**src/rtl/reg_select_pkg.sv**
```systemverilog
// Shared definitions for the register select sequencer: phase encoding,
// instruction mode codes and the bit positions of the register fields.
package reg_select_pkg;

   typedef enum logic [2:0] {
      ST_IDLE  = 3'd0,
      ST_SRC_B = 3'd1,
      ST_SRC_C = 3'd2,
      ST_SRC_A = 3'd3,
      ST_DST_A = 3'd4,
      ST_DONE  = 3'd5
   } state_e;

   typedef logic [1:0] mode_t;

   localparam mode_t MODE_ALU3  = 2'b00;
   localparam mode_t MODE_BASE  = 2'b01;
   localparam mode_t MODE_STORE = 2'b10;
   localparam mode_t MODE_UNARY = 2'b11;

   // LSB of each register field inside the instruction word
   localparam int unsigned RA_LSB = 23;
   localparam int unsigned RB_LSB = 19;
   localparam int unsigned RC_LSB = 15;

   // Modes whose first operand is a base address (R0 reads as zero)
   function automatic logic is_ba_mode(input mode_t m);
      return (m == MODE_BASE) || (m == MODE_STORE);
   endfunction

endpackage

```
**src/rtl/onehot_decoder.sv**
```systemverilog
// Binary field to one-hot register enable, gated by an enable. With the
// enable low the output is all zero, so at most one bit is ever set.
module onehot_decoder #(
   parameter int FIELD_W  = 4,
   parameter int NUM_REGS = 16
) (
   input  logic                en_i,
   input  logic [FIELD_W-1:0]  sel_i,
   output logic [NUM_REGS-1:0] onehot_o
);

   // Compare the select against every register index
   always_comb begin
      onehot_o = '0;
      for (int i = 0; i < NUM_REGS; i++) begin
         if (en_i && (sel_i == FIELD_W'(i))) begin
            onehot_o[i] = 1'b1;
         end else begin
            onehot_o[i] = 1'b0;
         end
      end
   end

endmodule

```
**src/rtl/reg_select_sequencer.sv**
```systemverilog
// Select-and-encode sequencer for the Mini-SRC register file. On an accepted
// start it latches Ra/Rb/Rc and the mode, then walks operand-read and
// result-write phases, driving one-hot Rout/Rin and BAout. Outputs are Moore:
// decoded only from the current phase and the latched fields.
module reg_select_sequencer
   import reg_select_pkg::*;
#(
   parameter int NUM_REGS = 16,
   parameter int FIELD_W  = 4
) (
   input  logic                clk,
   input  logic                clr,
   input  logic [31:0]         ir_in,
   input  logic                start,
   input  logic [1:0]          mode,
   input  logic                hold,
   output logic [NUM_REGS-1:0] Rout,
   output logic [NUM_REGS-1:0] Rin,
   output logic                BAout,
   output logic                busy,
   output logic                done
);

   state_e               state_q, state_d;
   logic [FIELD_W-1:0]   ra_q, ra_d;
   logic [FIELD_W-1:0]   rb_q, rb_d;
   logic [FIELD_W-1:0]   rc_q, rc_d;
   mode_t                mode_q, mode_d;

   logic                 rd_en_s;
   logic [FIELD_W-1:0]   rd_sel_s;
   logic                 wr_en_s;
   logic                 accept_s;

   // Instruction bits outside the three register fields are not used here
   logic                 unused_ir_s;
   assign unused_ir_s = ^{ir_in[31:RA_LSB+FIELD_W], ir_in[RC_LSB-1:0]};

   assign accept_s = (state_q == ST_IDLE) && start;

   // Phase register and field/mode latches; clr forces IDLE immediately
   always_ff @(posedge clk or posedge clr) begin
      if (clr) begin
         state_q <= ST_IDLE;
         ra_q    <= '0;
         rb_q    <= '0;
         rc_q    <= '0;
         mode_q  <= MODE_ALU3;
      end else begin
         state_q <= state_d;
         ra_q    <= ra_d;
         rb_q    <= rb_d;
         rc_q    <= rc_d;
         mode_q  <= mode_d;
      end
   end

   // Next phase and field capture; hold repeats any operand/result phase
   always_comb begin
      state_d = state_q;
      ra_d    = ra_q;
      rb_d    = rb_q;
      rc_d    = rc_q;
      mode_d  = mode_q;

      if (accept_s) begin
         ra_d   = ir_in[RA_LSB +: FIELD_W];
         rb_d   = ir_in[RB_LSB +: FIELD_W];
         rc_d   = ir_in[RC_LSB +: FIELD_W];
         mode_d = mode;
      end else begin
         ra_d   = ra_q;
         rb_d   = rb_q;
         rc_d   = rc_q;
         mode_d = mode_q;
      end

      case (state_q)
         ST_IDLE: begin
            if (start) begin
               state_d = ST_SRC_B;
            end else begin
               state_d = ST_IDLE;
            end
         end
         ST_SRC_B: begin
            if (hold) begin
               state_d = ST_SRC_B;
            end else begin
               case (mode_q)
                  MODE_ALU3:  state_d = ST_SRC_C;
                  MODE_BASE:  state_d = ST_DST_A;
                  MODE_STORE: state_d = ST_SRC_A;
                  MODE_UNARY: state_d = ST_DST_A;
                  default:    state_d = ST_IDLE;
               endcase
            end
         end
         ST_SRC_C: begin
            if (hold) begin
               state_d = ST_SRC_C;
            end else begin
               state_d = ST_DST_A;
            end
         end
         ST_SRC_A: begin
            if (hold) begin
               state_d = ST_SRC_A;
            end else begin
               state_d = ST_DONE;
            end
         end
         ST_DST_A: begin
            if (hold) begin
               state_d = ST_DST_A;
            end else begin
               state_d = ST_DONE;
            end
         end
         ST_DONE: state_d = ST_IDLE;
         default: state_d = ST_IDLE;
      endcase
   end

   // Moore decode of the bus selects and status flags from the phase
   always_comb begin
      rd_en_s  = 1'b0;
      rd_sel_s = '0;
      wr_en_s  = 1'b0;
      BAout    = 1'b0;
      busy     = 1'b1;
      done     = 1'b0;

      case (state_q)
         ST_IDLE: begin
            busy = 1'b0;
         end
         ST_SRC_B: begin
            rd_en_s  = 1'b1;
            rd_sel_s = rb_q;
            BAout    = is_ba_mode(mode_q);
         end
         ST_SRC_C: begin
            rd_en_s  = 1'b1;
            rd_sel_s = rc_q;
         end
         ST_SRC_A: begin
            rd_en_s  = 1'b1;
            rd_sel_s = ra_q;
         end
         ST_DST_A: begin
            wr_en_s = 1'b1;
         end
         ST_DONE: begin
            done = 1'b1;
         end
         default: begin
            busy = 1'b0;
         end
      endcase
   end

   onehot_decoder #(
      .FIELD_W  (FIELD_W),
      .NUM_REGS (NUM_REGS)
   ) u_rd_dec (
      .en_i     (rd_en_s),
      .sel_i    (rd_sel_s),
      .onehot_o (Rout)
   );

   onehot_decoder #(
      .FIELD_W  (FIELD_W),
      .NUM_REGS (NUM_REGS)
   ) u_wr_dec (
      .en_i     (wr_en_s),
      .sel_i    (ra_q),
      .onehot_o (Rin)
   );

endmodule
```
**config.mk**
```make
export PLATFORM = sky130hd
export DESIGN_NAME = reg_select_sequencer
export DESIGN_NICKNAME = d
export VERILOG_FILES = /design/src/rtl/reg_select_pkg.sv /design/src/rtl/onehot_decoder.sv /design/src/rtl/reg_select_sequencer.sv
export SDC_FILE = /design/constraint.sdc
export NUM_CORES = 1
export LEC_CHECK = 0
export BUFFER_PORTS_ARGS = -buffer_cell sky130_fd_sc_hd__buf_2
export CORE_MARGIN = 5
export CORE_UTILIZATION = 42
export DETAILED_ROUTE_END_ITERATION = 8
export PLACE_DENSITY_LB_ADDON = 0.3
export SETUP_SLACK_MARGIN = 0.5
export SYNTH_ARGS = -nofsm -noshare
export SYNTH_HDL_FRONTEND = slang
export SYNTH_HIERARCHICAL = 1
export SYNTH_SLANG_ARGS = --single-unit
```
**constraint.sdc**
```tcl
create_clock -name clk -period 2.2 [get_ports clk]
set_input_delay 0.44 -clock clk [delete_from_list [all_inputs] [get_ports clk]]
set_output_delay 0.44 -clock clk [all_outputs]
set_load 0.02 [all_outputs]
```
Yosys cells after proc, flatten, opt, wreduce, memory -nomap -nowiden
Index checks and enable logic that the tools add are counted.

word-level totals
  memory bits (read-only) = 0
  latch bits = 0
  memories = 0
  output and inout port bits = 35
  word-level logic and storage cells = 129
  bits in writable memories = 0
  bits of input ports = 38
  flip-flop bits (word level) = 17

cells by class
  multiply operators = 0
  magnitude comparators = 0
  reduce and logical (&&, ||, !) cells = 41
  div/mod/pow operators = 0
  equality and inequality tests = 38
  bitwise logic cells = 0
  shifts and indexed selects = 0
  add/sub/neg operators = 0
  muxes and demuxes = 45

operators by type and width
  kind                count
  $eq 4x4->1 const B  16
  $mux 1              39
  $logic_and 1x1->1   33
  $eq 4x3->1 const B  8
  $eq 4x2->1 const B  4
  $pmux 3 s5          1
  $pmux 4 s3          1
  $mux 3              3
  $pmux 3 s3          1
  $eq 4x1->1 const B  2
  $logic_not 4->1     2
  $eq 3x2->1 const B  2
  $eq 3x3->1 const B  2
  $reduce_or 5->1     1
  $eq 2x2->1 const B  2
  $eq 3x1->1 const B  1
  $logic_not 3->1     1
  $reduce_or 3->1     1
  $eq 2x1->1 const B  1
  $logic_not 2->1     1
  $reduce_or 2->1     1
  $logic_or 1x1->1    1

Logic depth before layout (Yosys ltp)
  depth in word-level cells = 5
  mapped depth = 6
  depth with buffers taken out = 6

Hierarchy
Netlist, hierarchy kept.

by module, submodules not included
  module                cells an instance  seq. area each (sq um)  instances  area an instance (sq um)
  reg_select_sequencer  74                 425.4                   1          925.9
  onehot_decoder        23                 0.0                     2          117.6

Least setup slack after synthesis
Ideal clock, no wire load.

  path type = register to output
  start = reg state_q[1]
  end = out Rout[1]
  arrival time = 1.780 ns
  stages on the path, launching flop included = 7
  setup slack = -0.020 ns
  buffers on the path = 1
  data required time = 1.760 ns
  cell sequence = dfrtp_1 buf_6 nand2b_1 nor2_1 or2_2 or3b_4 nor2_1

between the ends
  longest elaborated chain between the ends = 5
  elaborated cells between the ends (all ways) = 9
  those cells by class = eq/ne (4); mux (3); reduce/logical (2)

RTL lines
  item                                      line                         RTL
  from (decl)                               reg_select_sequencer.sv:24   state_e state_q, state_d;
  from (signal assigned)                    reg_select_sequencer.sv:50   state_q <= state_d;
  $eq 3x2->1 or $eq 3x1->1 (tied branches)  reg_select_sequencer.sv:134  case (state_q)
  $reduce_or 3->1 (no line) *               --
  $mux 1 *                                  reg_select_sequencer.sv:134
  named net rd_en_s                         reg_select_sequencer.sv:30   logic rd_en_s;
  $logic_and 1x1->1 *                       onehot_decoder.sv:16         if (en_i && (sel_i == FIELD_W'(i))) begin
  $mux 1 *                                  onehot_decoder.sv:16
  to (decl)                                 reg_select_sequencer.sv:17   output logic [NUM_REGS-1:0] Rout,

The timed path passes the listed nets; every way through them passes the cells marked *.

Worst setup path in the final report
  start = reg state_q[0]
  end = out Rout[0]

between the ends
  longest elaborated chain between the ends = 5
  elaborated cells between the ends (all ways) = 9
  those cells by class = eq/ne (3); mux (3); reduce/logical (3)

RTL lines
  item                                      line                         RTL
  $eq 3x2->1 or $eq 3x1->1 (tied branches)  reg_select_sequencer.sv:134
  $pmux 4 s3 *                              reg_select_sequencer.sv:134
  named net rd_sel_s[2]                     reg_select_sequencer.sv:31   logic [FIELD_W-1:0] rd_sel_s;
  $logic_not 4->1 *                         onehot_decoder.sv:16
  $logic_and 1x1->1 *                       onehot_decoder.sv:16
  $mux 1 *                                  onehot_decoder.sv:16

Marked as above.

==> flow_metrics.env <==
export IMPL_slew_limit_headroom_pct=57.3
export IMPL_synth_cell_type_count=26
export IMPL_crit_path_end="Rout[0]"
export IMPL_cts_max_level=1
export IMPL_cts_hold_buffers_added=0
export IMPL_drc=0
export IMPL_critical_path_endpoint_type="primary output"
export IMPL_hpwl_mm=2.61
export IMPL_yosysWarningCount=6
export IMPL_num_rows=19
export IMPL_max_freq_mhz=408
export IMPL_final_nets=246
export IMPL_time_the_final_worst_path_needs_with_i_o_delays_and_setup_ns=2.45
export IMPL_final_hold_viol_count=0
export IMPL_grt_pass1_vias=1234
export IMPL_least_margin_pin_slew_ns=0.639
export IMPL_async_flop_share_pct=100
export IMPL_tritoncts="built"
export IMPL_reg2regPathDepth=5
export IMPL_post_synth_top_cells="sky130_fd_sc_hd__nor2_1 (28), sky130_fd_sc_hd__dfrtp_1 (17), sky130_fd_sc_hd__nor3_1 (7)"
export IMPL_clk_transition_reported_paths_ns=0.10
export IMPL_antenna_found_initial=0
export IMPL_grt_setup_unrepaired="true"
export IMPL_setup_viol=28
export IMPL_synth_ff_type="sky130_fd_sc_hd__dfrtp_1"
export IMPL_synthesis_instances=120
export IMPL_netlist_area_leader_share_pct=36.6
export IMPL_drt_first_pass_iters=4
export IMPL_ctsRootBufferMaster="sky130_fd_sc_hd__clkbuf_4"
export IMPL_final_critical_path_setup_slack_ns=-0.252
export IMPL_layout_area_overhead_vs_synth_pct=97.1
export IMPL_drive_gt1_share_pct=76.1
export IMPL_leakage_nw=1.00
export IMPL_die_area_um2=3920
export IMPL_pre_cts_ws_ns=0.00543
export IMPL_netlist_top_cell_by_area="sky130_fd_sc_hd__dfrtp_1"
export IMPL_numCtsBuffers=3
export IMPL_drv_slew=0
export IMPL_gr_usage_all_layers_pct=17.6
export IMPL_worstHoldPathType="primary input to asynchronous set/reset pin"
export IMPL_nFillCells=142
export IMPL_synth_edf_count=0
export IMPL_synth_top_cells_by_area="sky130_fd_sc_hd__dfrtp_1 (37%), sky130_fd_sc_hd__nor2_1 (9.1%), sky130_fd_sc_hd__mux2_4 (7.8%)"
export IMPL_initial_drc_count=45
export IMPL_timing_rr_start="state_q[1]"
export IMPL_initial_utilization_pct=42.8
export IMPL_grt_max_degree=18
export IMPL_wl_mm=4.33
export IMPL_tritoncts_num_sinks=17
export IMPL_run_status="finished, violations left"
export IMPL_violations="setup timing"
export IMPL_grt_pass1_wl_mm=5.66
export IMPL_core_area_um2=2710
export IMPL_synth_nets=164
export IMPL_cap_viol_max_count=0
export IMPL_syn_cell_area_um2=1160
export IMPL_globalplace_congestion=0.773
export IMPL_required_ns=1.76
export IMPL_vias_after_detailed_routing=1252
export IMPL_clk_path_buf_depth=2
export IMPL_antenna_violating_nets_post_route=0
export IMPL_final_setup_skew_ns=0.0113
export IMPL_regToRegSetupSlack_ns=0.49
export IMPL_insertedDiodeCount=0
export IMPL_setup_total_negative_slack_ns=-3.87
export IMPL_wl_per_cell_um=18.6
export IMPL_port_buf_inserts=52
export IMPL_synth_ff_latch_count=17
export IMPL_ys_seq_area_share_pct=36.6
export IMPL_critPathKind="flop to primary output"
export IMPL_floorplan_die_height_um=62.6
export IMPL_path_max_fanout=7
export IMPL_r2r_end="rc_q[0]"
export IMPL_avgSynthCellArea_um2=9.68
export IMPL_clk_insertion_delay_late_ns=0.30
export IMPL_drt_vias_per_instance=5.40
export IMPL_min_period_over_period_pct=111
export IMPL_ir_worst_vdd_v=0.00120
export IMPL_synthMostInstantiatedCell="sky130_fd_sc_hd__nor2_1"
export IMPL_power_density_nw_per_um2=1340
export IMPL_io_pins=73
export IMPL_worstSetupStartpoint="state_q[0]"
export IMPL_global_route_overflow_total=0
export IMPL_critPathArrivalTime_ns=2.01
export IMPL_cp_start_kind="flop"
export IMPL_post_route_total_power_mw=3.08
export IMPL_die_span_in_x_um=62.6
## state kept, by name (all words and copies together) (netlist names)
| signal | count |
|---|---|
| state_q | 3 |
| rc_q | 4 |
| mode_q | 2 |
| ra_q | 4 |
| rb_q | 4 |
## power by group
| group | switching [mW] | total (mW) | leakage, nW | internal [mW] |
|---|---|---|---|---|
| clock | 0.0993 | 0.170 | 0.0150 | 0.0708 |
| combinational | 1.09 | 2.22 | 0.787 | 1.13 |
| sequential | 0.215 | 0.684 | 0.200 | 0.470 |
## worst min path at each step
stage            start        end  slack (ns)  depth (start not counted)
2_1_floorplan      clr  mode_q[0]        0.37                          1
4_1_cts            clr  mode_q[1]        0.22                          2
6_report           clr    rb_q[3]        0.20                          2
3_5_place_dp   rc_q[3]    rc_q[3]        0.51                          1
3_3_place_gp   rc_q[0]    rc_q[0]        0.51                          1
5_1_grt            clr    rb_q[3]        0.26                          2
## area by class of cell
class                      instances  area (um^2)  area share [%]
clock buffer                       4         26.3            1.15
inverter                           5         18.8           0.820
multi-input combinational         95         1060            46.4
sequential                        17          429            18.8
tap                               31         38.8            1.69
timing repair buffer              80          713            31.2
## placed cells by master, fill, tap and decap left out, types with 2 or more instances in the layout
cell type,count
sky130_fd_sc_hd__buf_2,20
sky130_fd_sc_hd__o2bb2ai_4,4
sky130_fd_sc_hd__mux2i_1,2
sky130_fd_sc_hd__nand2b_4,3
sky130_fd_sc_hd__nand3b_1,4
sky130_fd_sc_hd__dfrtp_1,14
sky130_fd_sc_hd__or3b_4,2
sky130_fd_sc_hd__nand2b_1,2
sky130_fd_sc_hd__inv_1,4
sky130_fd_sc_hd__dfrtp_2,3
sky130_fd_sc_hd__buf_4,20
sky130_fd_sc_hd__nand2_1,3
sky130_fd_sc_hd__nand3_4,2
sky130_fd_sc_hd__buf_6,38
sky130_fd_sc_hd__nor2_1,2
sky130_fd_sc_hd__clkbuf_4,3
sky130_fd_sc_hd__mux2i_2,2
sky130_fd_sc_hd__mux2_4,12
sky130_fd_sc_hd__nor3_4,9
sky130_fd_sc_hd__o21ai_0,4
sky130_fd_sc_hd__ha_1,5
sky130_fd_sc_hd__nor2_2,19
sky130_fd_sc_hd__nor2_4,7
## through the flow
stage                     utilization, %  area [um^2]  cells  hold slack (ns)
after global placement              64.2         1740    213            0.509
final                               84.4         2290    232            0.204
after floorplan                        -         1370    120            0.366
after CTS                           70.8         1920    223            0.224
after detailed placement            64.2         1740    213            0.507
after global routing                84.4         2290    232            0.257
## metal layers
metal / vias to the layer above / global-route usage, % / share of wire, %
met5: - / 0 / 0
met3: 9 / 2.16 / 3.3
met1: 611 / 18.7 / 37
met4: 0 / 6.37 / 2.6
li1: 589 / - / -
met2: 43 / 34.6 / 57
## worst max-delay path, cell delays in order (launching register included)
cell	delay, ns
sky130_fd_sc_hd__dfrtp_2	0.51
sky130_fd_sc_hd__mux2i_1	0.35
sky130_fd_sc_hd__o2bb2ai_4	0.13
sky130_fd_sc_hd__or3b_4	0.44
sky130_fd_sc_hd__nor3_4	0.14
sky130_fd_sc_hd__buf_6	0.14
## what timing repair did
item | 4_1_cts | 5_1_grt
cloned | 0 | 1
resized for setup | 31 | 78
pin swaps | 8 | 17
endpoints found under the setup margin | 35 | 41
setup buffers | 6 | 8
## logic make-up after synthesis
kind of cell               count (synthesis)  synth area share [%]
adders and majority gates                  6                  6.47
and+or+nand+nor                           59                  27.2
DFF                                       17                  36.6
buffers and inverters                      8                  4.20
muxes                                     16                  17.0
AOI/OAI and AO/OA                         14                  8.51
(Power assumes the default switching activity.)
